--- config.mk ---
export PLATFORM = sky130hd
export DESIGN_NAME = jk_counter
export DESIGN_NICKNAME = d
export VERILOG_FILES = /design/src/rtl/jk_counter_pkg.sv /design/src/rtl/jk_counter_cell.sv /design/src/rtl/jk_counter.sv
export SDC_FILE = /design/constraint.sdc
export NUM_CORES = 1
export LEC_CHECK = 0
export ABC_AREA = 1
export BUFFER_PORTS_ARGS = -buffer_cell sky130_fd_sc_hd__buf_2
export CAP_MARGIN = 20
export CORE_MARGIN = 5
export CORE_UTILIZATION = 29
export DETAILED_ROUTE_END_ITERATION = 16
export PLACE_DENSITY = 0.56
export SETUP_SLACK_MARGIN = 0.05
export SYNTH_ARGS = -nofsm -noshare
export SYNTH_HDL_FRONTEND = slang
export SYNTH_SLANG_ARGS = --single-unit
--- constraint.sdc ---
create_clock -name clk -period 1.6 [get_ports clk]
set_input_delay 0.16 -clock clk [delete_from_list [all_inputs] [get_ports clk]]
set_output_delay 0.16 -clock clk [all_outputs]
set_load 0.02 [all_outputs]
--- src/rtl/jk_counter_pkg.sv ---
// Shared JK flip-flop encodings, packed as {j, k}.
// The other flip-flop blocks and their benches reuse these.
package jk_counter_pkg;

  localparam logic [1:0] JK_HOLD = 2'b00;
  localparam logic [1:0] JK_RST  = 2'b01;
  localparam logic [1:0] JK_SET  = 2'b10;
  localparam logic [1:0] JK_TOG  = 2'b11;

endpackage

--- src/rtl/jk_counter_cell.sv ---
// Single JK flip-flop with asynchronous active-low clear.
// The counter instantiates one of these per bit.
module jk_cell
  import jk_counter_pkg::*;
(
  input  logic clk,
  input  logic rst_n,
  input  logic j,
  input  logic k,
  output logic q,
  output logic q_bar
);

  always_ff @(posedge clk or negedge rst_n) begin
    if (!rst_n) begin
      q <= 1'b0;
    end else begin
      case ({j, k})
        JK_HOLD: q <= q;
        JK_RST:  q <= 1'b0;
        JK_SET:  q <= 1'b1;
        default: q <= ~q;
      endcase
    end
  end

  assign q_bar = ~q;

endmodule

--- src/rtl/jk_counter.sv ---
// Up/down counter built from JK cells, with parallel load, count enable,
// wrap or saturate mode, and terminal-count and wrap flags.
module jk_counter
  import jk_counter_pkg::*;
#(
  parameter int WIDTH    = 4,
  parameter int SATURATE = 0
) (
  input  logic             clk,
  input  logic             rst_n,
  input  logic             en,
  input  logic             up,
  input  logic             load,
  input  logic [WIDTH-1:0] d,
  output logic [WIDTH-1:0] q,
  output logic [WIDTH-1:0] q_bar,
  output logic             tc,
  output logic             wrap
);

  localparam logic SAT = (SATURATE != 0);

  logic [WIDTH-1:0] match;
  logic [WIDTH-1:0] t;
  logic [WIDTH-1:0] j;
  logic [WIDTH-1:0] k;
  logic [1:0]       cmd [WIDTH];

  assign tc    = up ? (&q) : ~(|q);
  assign match = up ? q : ~q;

  // Bit i toggles when every lower bit is at its carry/borrow value.
  always_comb begin
    t = '0;
    for (int i = 0; i < WIDTH; i++) begin
      t[i] = &(match | ~((WIDTH'(1) << i) - WIDTH'(1)));
    end
  end

  always_comb begin
    j = '0;
    k = '0;
    for (int i = 0; i < WIDTH; i++) begin
      if (load) begin
        cmd[i] = d[i] ? JK_SET : JK_RST;
      end else if (en && !(tc && SAT) && t[i]) begin
        cmd[i] = JK_TOG;
      end else begin
        cmd[i] = JK_HOLD;
      end
      j[i] = cmd[i][1];
      k[i] = cmd[i][0];
    end
  end

  for (genvar g = 0; g < WIDTH; g++) begin : g_cell
    jk_cell u_cell (
      .clk   (clk),
      .rst_n (rst_n),
      .j     (j[g]),
      .k     (k[g]),
      .q     (q[g]),
      .q_bar (q_bar[g])
    );
  end

  // Registered on the wrapping edge, so it is high while q shows the wrapped value.
  always_ff @(posedge clk or negedge rst_n) begin
    if (!rst_n) begin
      wrap <= 1'b0;
    end else begin
      wrap <= en && !load && tc && !SAT;
    end
  end

endmodule
Yosys cells after proc, flatten, opt, wreduce, memory -nomap -nowiden
Cells that the tools add are included.
Widths: inputs -> output; s select.

word-level totals
  register bits = 5
  memory bits (writable) = 0
  memories = 0
  ROM bits = 0
  logic and storage cells = 51
  output and inout bits = 10
  bits in latches = 0
  input port bits = 9

cells by class
  $add $sub $neg = 0
  bitwise operators = 6
  multipliers = 0
  divide/modulo/power cells = 0
  eq/ne operators = 8
  order comparisons = 0
  shifts and indexed selects = 0
  muxes and demuxes = 18
  reduce and logical (&&, ||, !) cells = 14

operators with widths
  operator            number
  $mux 2              12
  $pmux 1 s3          4
  $eq 2x1->1 const B  4
  $eq 2x2->1 const B  4
  $logic_not 2->1     4
  $logic_and 1x1->1   5
  $not 1->1           5
  $reduce_and 4->1    1
  $reduce_or 4->1     1
  $mux 3              1
  $not 3->3           1
  $reduce_and 3->1    1
  $reduce_and 2->1    1
  $logic_not 1->1     1
  $mux 1              1

Logic depth before layout (Yosys ltp)
  depth after elaboration = 8
  mapped depth = 8
  depth with buffers taken out = 7

Modules after synthesis
Synthesis repeated with hierarchy kept, for this count alone.

unflattened totals
  cell total of the unflattened synthesis = 90
  area, all modules = 546.8 µm²

by module, submodules not included
  module      instances  cells each  area each (µm²)  sequential area each (µm²)
  jk_cell     4          14          92.6             25.0
  jk_counter  1          34          176.4            25.0

Worst setup path before layout
Ideal clock, no wire load.

  kind = in2reg
  start = in load
  end = reg g_cell[0].u_cell.q
  arrival = 0.988 ns
  buffers on the path = 1
  path slack = 0.484 ns
  setup time = 0.127 ns
  cell stages on the path = 6
  data required time = 1.473 ns
  path through = buf_6 -> nand2_1 -> o21ai_0 -> ha_1 -> a211oi_1 -> a21oi_1

between the ends
  longest elaborated chain between the ends = 3
  elaborated cells on any way between the ends = 5
  classes of those cells = 2 x eq/ne; 2 x mux; 1 x reduce/logical

ends and longest elaborated chain
  item                                line                   source
  from (decl)                         jk_counter.sv:13       input logic load,
  $mux 2 (*)                          jk_counter.sv:44       if (load) begin
  $eq 2x2->1 (tied with other cells)  jk_counter_cell.sv:18  case ({j, k})
  $pmux 1 s3                          jk_counter_cell.sv:18
  to (signal assigned)                jk_counter_cell.sv:19  JK_HOLD: q <= q;
  to (signal assigned)                jk_counter_cell.sv:22  default: q <= ~q;
  to (decl)                           jk_counter_cell.sv:10  output logic q,

Mark *: on every way between the ends. The rest lies on a longest branch, timed or not.
A chain may end at the register's enable or synchronous reset.

Final worst setup path
  start = reg g_cell[0].u_cell.q
  end = out tc

between the ends
  longest elaborated chain between the ends = 3
  elaborated cells on any way between the ends = 4
  classes of those cells = 1 x mux; 1 x bitwise; 2 x reduce/logical

ends and longest elaborated chain
  item             line              source
  $reduce_or 4->1  jk_counter.sv:29  assign tc = up ? (&q) : ~(|q);
  $not 1->1        jk_counter.sv:29
  $mux 1 (*)       jk_counter.sv:29
  to (decl)        jk_counter.sv:17  output logic tc,

Marked as above.

==> reports/qor.txt <==
# setup viols final -> 0
Worst-Skew Late Latency -> 0.24 ns
post-synth cell types -> 19
kind of critical path -> reg -> out
Ant. Diodes -> 0
Chip Width -> 48.8 um
Most used DFF post-synth -> dfrtp_1
Layout Nets -> 87
Commonest cells post-synth -> nand2_1 (15), inv_1 (9), buf_4 (8)
fraction of the mapped netlist area in simple logic gates -> 30.1%
Achievable Freq -> 0.733 GHz
vias -> 405
Initial Utilization -> 29.7%
synth top area cells -> dfrtp_1 (29%), buf_4 (14%), nand2_1 (13%)
Synth Area in Compound Gates -> 12.3%
Max Clock Skew -> 0.00255 ns
RSZ-0062 raised after global routing -> no
min Tclk post-route -> 1.36 ns
ratio of cells with drive above 1 in the final layout -> 32.9%
Post-Synth XOR/XNOR Area -> 2.01%
number of global-route vias before repair -> 321
Worst path max stage delay -> 0.44 ns
relative slew slack -> 86.2%
crit start category -> register
worst slew pin tran -> 0.208 ns
initial DRC count -> 4
core area -> 0.00147 mm^2
Worst R2R Start -> g_cell[0].u_cell.q$_DFFE_PN0P_
Worst VDD drop -> 0.431 mV
H-tree level count -> 1
fin crit share -> 85.3%
Crit-path slowest cell -> dfrtp_1
crit-path cells -> nor2_2, nand4_1, nand2_1, buf_2
Required @ worst endpoint -> 1.44 ns
Setup TNS -> 0 ns
area share of the largest cell type after synthesis -> 28.7%
Vias per Instance -> 4.40
YS warnings -> 0
Area Overhead vs Synth -> 17.2%
crit path capture type -> primary output
class of the worst hold path -> in -> reg
synthesized area per cell -> 7.04 um^2
max-slew violation count -> 0
crit path from -> g_cell[0].u_cell.q$_DFFE_PN0P_
Antenna Nets Post-Route -> 0
clk buf depth -> 2
total power -> 534 uW
Crit path max-delay family -> flip-flops
syn nets -> 72
# rows -> 14
Syn Std Cell Area -> 437 um^2
max cap viols -> 0
cell count after synthesis -> 62
initial antenna violation count -> 0
Worst path depth -> 4
status -> finished, final reports clean
Routed WL per cell -> 9.99 um
GRT Overall Usage -> 8.25%
worst-path fanout max -> 6
Leak -> 0.295 nW
largest net degree at the start of global routing -> 12
grt total ovfl -> 0
CTS tree -> yes
hold depth -> 3
Fin. Hold Viols -> 0
quantity of hold-fixing buffers added after cts -> 1
pwr dens -> 1040 mW/mm^2
most frequent cell after synthesis -> nand2_1
number of flops mapped to enable cells by yosys -> 0
dpl hpwl -> 732 um
Fillers -> 171
Clk Tree Root Cell -> clkbuf_4
first-pass GRT wire length -> 1500 um
main combinational cell family by area after synthesis -> simple AND/OR/NAND/NOR gates
PostCTS Resize Cnt -> 0
Adder-Cell Fraction of Synth Area -> 2.87%
Clock transition at path regs -> 0.05 ns
Routability Congestion -> 0.752
mux share of post-synthesis cell area -> 0%
FF+latch count, synth -> 5
min-delay src -> d[2]
drt drc -> 0
input/output buffers -> 18
Die Area -> 0.00238 mm^2
Async SR Flop Fraction -> 100%
sequential-to-total area share from yosys stat -> 28.7%
final wirelength -> 919 um
critical path arrival -> 1.20 ns
First-pass DRT Iterations -> 4
die height -> 48.8 um
Buf/Inv on CP -> 1
setup bufs post-CTS -> 0
num ports -> 19
Synth area leader -> dfrtp_1
CTS sink cnt -> 5
Num CTS Buffers -> 3
reg2reg path depth -> 6
==> per-stage QoR <==
step | hold slack, ns | cell area (um^2) | util, % | instances | setup slack [ns]
finish | 0.122 | 512 | 34.8 | 92 | 0.236
global route | 0.117 | 512 | 34.8 | 92 | 0.0920
CTS | 0.114 | 512 | 34.8 | 92 | 0.230
detailed placement | -0.0133 | 475 | 32.3 | 87 | 0.297
global placement | -0.0132 | 475 | 32.3 | 87 | 0.337
floorplan | -0.136 | 437 | - | 62 | 0.484
==> cells by family after synthesis <==
logic type | after synthesis
fa+ha+maj | 1
compound gates | 9
flops | 5
simple gates | 28
xor+xnor | 1
buf+inv | 18
==> power breakdown <==
group	switching [mW]	total [mW]	leakage, nW	internal (mW)
clock	0.0566	0.151	0.0150	0.0946
combinational	0.135	0.208	0.217	0.0731
sequential	0.0283	0.175	0.0624	0.147
total	0.220	0.534	0.295	0.314
==> path summary, 6_finish.rpt <==
path	end	slack [ns]
hold reg to reg	g_cell[3].u_cell.q$_DFFE_PN0P_	0.61
max in group asynchronous	g_cell[3].u_cell.q$_DFFE_PN0P_	1.20
setup / recovery	tc	0.24
hold / removal	g_cell[2].u_cell.q$_DFFE_PN0P_	0.12
setup reg to reg	g_cell[3].u_cell.q$_DFFE_PN0P_	0.50
min in group asynchronous	g_cell[0].u_cell.q$_DFFE_PN0P_	0.26
==> placed cells by master, fill, tap and decap left out <==
| cell type | synthesis | final |
|---|---|---|
| clkbuf_1 | 0 | 1 |
| nand2_1 | 15 | 15 |
| nand4_1 | 3 | 3 |
| o21ai_0 | 4 | 4 |
| nand3_1 | 5 | 5 |
| nor2_4 | 1 | 1 |
| a21oi_1 | 1 | 1 |
| ha_1 | 1 | 1 |
| clkbuf_4 | 0 | 3 |
| nand2_2 | 1 | 1 |
| dlygate4sd3_1 | 0 | 1 |
| xnor2_1 | 1 | 1 |
| a211oi_1 | 1 | 1 |
| o21ai_2 | 1 | 1 |
| dfrtp_1 | 5 | 5 |
| inv_1 | 9 | 9 |
| o21ai_1 | 1 | 1 |
| nor2_2 | 1 | 1 |
| buf_2 | 0 | 18 |
| a21boi_0 | 1 | 1 |
| nor2_1 | 2 | 2 |
==> sequential cells by signal (all words and copies together) (netlist names) <==
register and flops:
g_cell.u_cell.q 4, wrap 1
==> worst register-to-register path, cell delays in order, from the launching register on <==
cell and delay, ns:
dfrtp_1 0.44, nor2_2 0.17, nand2_1 0.08, nand2_2 0.08, nand3_1 0.09, nand4_1 0.08
nand2_1 0.05
==> per-layer routing <==
metal | routed length [um] | share of wire [%] | GRT usage [%]
met1 | 428 | 47 | 10.8
met2 | 380 | 41 | 10.2
met3 | 110 | 12 | 7.03
met4 | 0 | 0 | 1.35
met5 | 0 | 0 | 0
==> layout make-up <==
type / count / area [um^2] / area share (%)
Multi-Input combinational cell: 39 / 206 / 40.3
Sequential cell: 5 / 125 / 24.4
Timing Repair Buffer: 19 / 100 / 19.6
Inverter: 9 / 33.8 / 6.60
Clock buffer: 4 / 26.3 / 5.13
Tap cell: 16 / 20.0 / 3.91
Note: power is estimated with default switching activity, not from simulation.
